File: config.mk
export PLATFORM = sky130hd
export DESIGN_NAME = control_sequencer
export DESIGN_NICKNAME = d
export VERILOG_FILES = /design/src/rtl/control_sequencer.sv
export SDC_FILE = /design/constraint.sdc
export NUM_CORES = 1
export LEC_CHECK = 0
export CORE_ASPECT_RATIO = 2
export CORE_MARGIN = 2
export CORE_UTILIZATION = 45
export DETAILED_ROUTE_END_ITERATION = 7
export HOLD_SLACK_MARGIN = 0.08
export PLACE_DENSITY_LB_ADDON = 0.25
export SLEW_MARGIN = 10
export SYNTH_ARGS = -nofsm -noshare
export SYNTH_HDL_FRONTEND = slang
export SYNTH_SLANG_ARGS = --single-unit
File: constraint.sdc
create_clock -name clk_i -period 3.2 [get_ports clk_i]
set_input_delay 0.8 -clock clk_i [delete_from_list [all_inputs] [get_ports clk_i]]
set_output_delay 0.8 -clock clk_i [all_outputs]
set_load 0.01 [all_outputs]
File: src/rtl/control_sequencer.sv
`default_nettype none
// ============================================================================
// Module      : control_sequencer
// Description : Sequences one convolution pass for a PE-column control block:
//               load strobes, address initialise, per-row stepping with
//               adder-enable updates at row boundaries, drain and done.
//               Optional feature macro: SEQ_PERF_CNT_EN (adds perf_cycles_o,
//               a saturating count of busy cycles in the current pass).
// Revision    : 1.0 - initial release
// ============================================================================
module control_sequencer #(
    parameter int N             = 3,
    parameter int NUM_COL_WIDTH = $clog2(N),
    parameter int SEL_WIDTH     = $clog2(N),
    parameter int ROW_WIDTH     = 8,
    parameter int DRAIN_CYCLES  = 2
) (
    input  logic                     clk_i,
    input  logic                     rst_n_i,
    input  logic                     start_i,
    output logic                     ready_o,
    input  logic [NUM_COL_WIDTH-1:0] cfg_column_num_i,
    input  logic [SEL_WIDTH-1:0]     cfg_f_sel_i,
    input  logic [ROW_WIDTH-1:0]     cfg_num_rows_i,
    input  logic                     abort_i,
    output logic                     column_num_ld_o,
    output logic [NUM_COL_WIDTH-1:0] column_num_o,
    output logic                     f_sel_ld_o,
    output logic [SEL_WIDTH-1:0]     f_sel_o,
    output logic                     mreg_addrs_rst_o,
    output logic                     mreg_start_o,
    output logic                     en_adder_ld_o,
    output logic                     en_adder_1_o,
    output logic                     en_adder_2_o,
    output logic                     done_o,
    output logic                     busy_o
`ifdef SEQ_PERF_CNT_EN
    ,
    output logic [31:0]              perf_cycles_o
`endif
);

    localparam int STEP_W  = (N > 1) ? $clog2(N) : 1;
    localparam int DRAIN_W = $clog2(DRAIN_CYCLES + 1);
    localparam logic [STEP_W-1:0]  C_STEP_LAST  = STEP_W'(N - 1);
    localparam logic [DRAIN_W-1:0] C_DRAIN_LAST = DRAIN_W'(DRAIN_CYCLES - 1);

    typedef enum logic [2:0] {
        S_IDLE  = 3'd0,
        S_LOAD  = 3'd1,
        S_INIT  = 3'd2,
        S_RUN   = 3'd3,
        S_DRAIN = 3'd4,
        S_DONE  = 3'd5
    } state_t;

    state_t                 r_state;
    state_t                 w_state_nxt;
    logic [STEP_W-1:0]      r_step;
    logic [ROW_WIDTH-1:0]   r_row;
    logic [ROW_WIDTH-1:0]   r_rows;
    logic [DRAIN_W-1:0]     r_drain;
    logic [NUM_COL_WIDTH-1:0] r_col;
    logic [SEL_WIDTH-1:0]   r_fsel;

    logic                   w_accept;
    logic                   w_step_last;
    logic                   w_row_last;
    logic                   w_drain_last;
    logic                   w_col_full;
    logic [ROW_WIDTH-1:0]   w_rows_last;

    // A zero row count runs as a single row.
    assign w_rows_last  = (r_rows == '0) ? '0 : (r_rows - 1'b1);
    assign w_step_last  = (r_step == C_STEP_LAST);
    assign w_row_last   = (r_row == w_rows_last);
    assign w_drain_last = (r_drain == C_DRAIN_LAST);
    assign w_col_full   = (32'(r_col) == N);
    assign w_accept     = (r_state == S_IDLE) && start_i && !abort_i;

    assign column_num_o = r_col;
    assign f_sel_o      = r_fsel;
    assign ready_o      = (r_state == S_IDLE);
    assign busy_o       = ~ready_o;

    // State register.
    always_ff @(posedge clk_i or negedge rst_n_i) begin
        if (!rst_n_i) begin
            r_state <= S_IDLE;
        end else begin
            r_state <= w_state_nxt;
        end
    end

    // Next-state decode and per-cycle strobes; abort overrides everything.
    always_comb begin
        w_state_nxt      = r_state;
        column_num_ld_o  = 1'b0;
        f_sel_ld_o       = 1'b0;
        mreg_addrs_rst_o = 1'b0;
        mreg_start_o     = 1'b0;
        en_adder_ld_o    = 1'b0;
        en_adder_1_o     = 1'b0;
        en_adder_2_o     = 1'b0;
        done_o           = 1'b0;
        if (abort_i) begin
            w_state_nxt   = S_IDLE;
            en_adder_ld_o = 1'b1;
        end else begin
            case (r_state)
                S_IDLE: begin
                    if (start_i) w_state_nxt = S_LOAD;
                end
                S_LOAD: begin
                    column_num_ld_o = 1'b1;
                    f_sel_ld_o      = 1'b1;
                    en_adder_ld_o   = 1'b1;
                    w_state_nxt     = S_INIT;
                end
                S_INIT: begin
                    mreg_addrs_rst_o = 1'b1;
                    w_state_nxt      = S_RUN;
                end
                S_RUN: begin
                    mreg_start_o = 1'b1;
                    if (w_step_last) begin
                        en_adder_ld_o = 1'b1;
                        en_adder_1_o  = 1'b1;
                        en_adder_2_o  = w_col_full;
                        if (w_row_last) w_state_nxt = S_DRAIN;
                    end
                end
                S_DRAIN: begin
                    if (w_drain_last) begin
                        en_adder_ld_o = 1'b1;
                        w_state_nxt   = S_DONE;
                    end
                end
                S_DONE: begin
                    done_o      = 1'b1;
                    w_state_nxt = S_IDLE;
                end
                default: w_state_nxt = S_IDLE;
            endcase
        end
    end

    // Step, row and drain counters; cleared on abort, in IDLE and in INIT.
    always_ff @(posedge clk_i or negedge rst_n_i) begin
        if (!rst_n_i) begin
            r_step  <= '0;
            r_row   <= '0;
            r_drain <= '0;
        end else if (abort_i) begin
            r_step  <= '0;
            r_row   <= '0;
            r_drain <= '0;
        end else begin
            case (r_state)
                S_RUN: begin
                    if (w_step_last) begin
                        r_step <= '0;
                        r_row  <= r_row + 1'b1;
                    end else begin
                        r_step <= r_step + 1'b1;
                    end
                end
                S_DRAIN: r_drain <= r_drain + 1'b1;
                default: begin
                    r_step  <= '0;
                    r_row   <= '0;
                    r_drain <= '0;
                end
            endcase
        end
    end

    // Pass configuration captured only on an accepted start.
    always_ff @(posedge clk_i or negedge rst_n_i) begin
        if (!rst_n_i) begin
            r_col  <= '0;
            r_fsel <= '0;
            r_rows <= '0;
        end else if (w_accept) begin
            r_col  <= cfg_column_num_i;
            r_fsel <= cfg_f_sel_i;
            r_rows <= cfg_num_rows_i;
        end
    end

`ifdef SEQ_PERF_CNT_EN
    logic [31:0] r_perf;
    assign perf_cycles_o = r_perf;

    // Busy-cycle counter: restarts on accept, saturates, holds once idle.
    always_ff @(posedge clk_i or negedge rst_n_i) begin
        if (!rst_n_i) begin
            r_perf <= '0;
        end else if (w_accept) begin
            r_perf <= '0;
        end else if (busy_o && (r_perf != '1)) begin
            r_perf <= r_perf + 1'b1;
        end
    end
`endif

endmodule
`default_nettype wire

==> flow_summary.json <==
{
  "status": "complete, no violations",
  "antenna_left": 0,
  "drv_slew": 0,
  "initial_core_util": 0.462,
  "leakage_nw": 0.901,
  "synth-edff-count": 0,
  "syn2layout_area_growth_pct": 23.1,
  "htreeDepth": 1,
  "cts_root_buf": "clkbuf_8",
  "min_period_over_period": 0.960,
  "ys_warn_count": 0,
  "grt_setup_unrepaired": "false",
  "num_rows": 32,
  "cts_sinks": 27,
  "combPwrFrac": 0.345,
  "grt_max_degree": 28,
  "seq_area_sq_um": 676,
  "syn_area_per_cell_sq_um": 9.26,
  "timing_worst_setup_path_type": "primary input to output pin",
  "multi_input_area_sq_um": 973,
  "finalClockSkew_ns": 0.00422,
  "grt_first_pass_wirelength_mm": 6.51,
  "post-cts-setup-buffers": 0,
  "utilization": 0.569,
  "p_int_mw": 0.666,
  "routabilityCongestion": 0.812,
  "synth_cell_types": 55,
  "port_buffers": 29,
  "p_switching_mw": 0.356,
  "cts_buffers": 3,
  "synth.most_common_cell": "dfrtp_1",
  "num_antenna_cells": 0,
  "design.final.nets": 236,
  "setup_violations": 0,
  "ctsHoldBuffers": 0,
  "synth_area_leaders": "dfrtp_1 (39%), mux2_2 (8.4%), nor2_1 (4.5%)",
  "netlist_top_cells_count": "dfrtp_1 (27), nor2_1 (21), mux2_2 (13), inv_1 (12), o21ai_0 (12)",
  "vias": 1525,
  "clockBufferDepth": 2,
  "dieArea_sq_mm": 0.00441,
  "ys.flop_type": "dfrtp_1",
  "io-pin-count": 30,
  "grt_pass1_vias": 1469,
  "yosysTopAreaCellShare": 0.388,
  "wirelength_mm": 3.79,
  "tightestPinTransition_ns": 0.693,
  "p_seq_frac": 0.459,
  "slew-limit-headroom": 0.538,
  "die_y_microns": 92.0,
  "critPathArrivalTime_ns": 2.27,
  "hp-class": "register to register",
  "wl_per_cell_microns": 14.2,
  "path_max_fanout": 19,
  "p_clk_frac": 0.196,
  "post-dp-hpwl_mm": 2.88,
  "maxCapViolCount": 0,
  "core_sq_mm": 0.00376,
  "synthCells": 188,
  "antenna_found_initial": 0,
  "clock_latency_ns": 0.28,
  "overflow": 0,
  "cts_tree": "done",
  "hold_viol_final": 0,
  "synthArstFlopShare": 1.00,
  "cp.required_ns": 2.40,
  "fill_cells": 369,
  "via_per_inst": 5.71,
  "end_kind": "output pin",
  "drcViolationCount": 0,
  "hold_slack_ns": 0.518,
  "fp.dieW_microns": 48.0,
  "ys_ff_latch": 27,
  "grt_usage": 0.196,
  "drive_gt1_frac": 0.157,
  "synth_nets": 207,
  "syn-cell-area_sq_mm": 0.00174,
  "startpoint_type": "primary input",
  "ir_drop_uv": 361,
  "p_per_area_mw_per_mm2": 477,
  "p_total_mw": 1.02,
  "drt_iter0_markers": 22,
  "clkTransAtPathRegs_ns": 0.09,
  "yosys.area.top_type": "dfrtp_1",
  "drtPass1Iterations": 4,
  "layout_min_cycle_time_ns": 3.07,
  "switching_share": 0.348,
  "ys_seq_area_frac": 0.388,
  "timing.fmax_mhz": 326
}
==> final timing paths <==
path	startpoint	end	slack [ns]	depth (start not counted)
max in group asynchronous	rst_n_i	r_rows[7]	2.05	2
max	abort_i	f_sel_ld_o	0.13	4
max reg2reg	r_rows[0]	r_state[0]	0.43	7
min in group asynchronous	rst_n_i	r_rows[1]	0.89	2
min	f_sel_o[1]	f_sel_o[1]	0.52	1
min reg2reg	f_sel_o[1]	f_sel_o[1]	0.52	1
==> layout make-up <==
type,count,share of cell area
clock buffers,3,0.0193
repair buffers,35,0.157
flip-flops and latches,27,0.315
clock inverters,1,0.00350
multi-input cells,138,0.454
inverters,12,0.0210
well taps,51,0.0298
==> per-layer routing <==
metal / vias up / global-route usage / part of all wire
met1: 737 / 0.260 / 0.44
met3: 12 / 0.0295 / 0.028
met2: 27 / 0.294 / 0.50
li1: 749 / - / -
met4: 0 / 0.0968 / 0.037
met5: - / 0 / 0
==> flip-flops by register name, indices dropped and copies added (netlist names) <==
| signal | flops |
|---|---|
| r_rows | 8 |
| r_step | 2 |
| r_drain | 2 |
| f_sel_o | 2 |
| r_state | 3 |
| r_row | 8 |
| column_num_o | 2 |
==> power by group through the flow <==
stage	registers, mW	logic [mW]	clock network, mW
CTS	0.467	0.353	0.208
detailed placement	0.474	0.350	0
floorplan	0.440	0.265	0
finish	0.468	0.353	0.201
global placement	0.471	0.343	0
global route	0.478	0.385	0.221
==> cells in the final DEF, fill, tap and decap left out, types with 2 or more instances in the layout <==
cell type | netlist | routed
a21boi_0 | 2 | 2
a21oi_1 | 7 | 7
and2_1 | 2 | 2
and3_1 | 6 | 6
buf_4 | 1 | 6
clkbuf_8 | 0 | 3
clkdlybuf4s50_1 | 0 | 27
dfrtp_1 | 27 | 27
ha_1 | 3 | 3
inv_1 | 12 | 12
mux2_2 | 13 | 13
nand2_1 | 7 | 7
nand3_1 | 3 | 3
nor2_1 | 21 | 20
nor2b_1 | 3 | 3
nor3_1 | 4 | 4
nor3b_1 | 4 | 4
nor4_1 | 7 | 6
nor4_2 | 1 | 2
o2111ai_1 | 2 | 2
o211ai_1 | 2 | 2
o21ai_0 | 12 | 12
or3b_2 | 2 | 2
xnor2_1 | 3 | 3
xor2_1 | 6 | 6
==> worst max-delay path: stages <==
cell             delay (ns)
clkdlybuf4s50_1        0.43
buf_4                  0.21
nor4_2                 0.22
clkdlybuf4s50_1        0.60
==> per-stage QoR <==
step	cells	setup TNS, ns	setup slack (ns)	cell area, sq um
6_report	267	0	0.129	2140
5_1_grt	267	0	0.0357	2140
4_1_cts	267	0	0.0280	2130
3_5_place_dp	263	-0.0283	-0.0283	2080
3_3_place_gp	263	-0.0434	-0.0434	2080
2_1_floorplan	188	0	0.578	1740
==> logic make-up (layout without fill, tap and decap cells) <==
logic type | count (synthesis) | after routing | synth area share
fa+ha+maj | 3 | 3 | 0.0216
mux | 14 | 14 | 0.0899
buf+inv | 23 | 51 | 0.0575
compound gates | 44 | 44 | 0.183
flops | 27 | 27 | 0.388
simple gates | 68 | 68 | 0.215
xor+xnor | 9 | 9 | 0.0453
==> timing repair <==
item                                    CTS  global route
endpoints found under the setup margin    2             2
pin swaps                                 0             1
gates resized for setup                   2             2
Note: power is estimated with default switching activity, not from simulation.
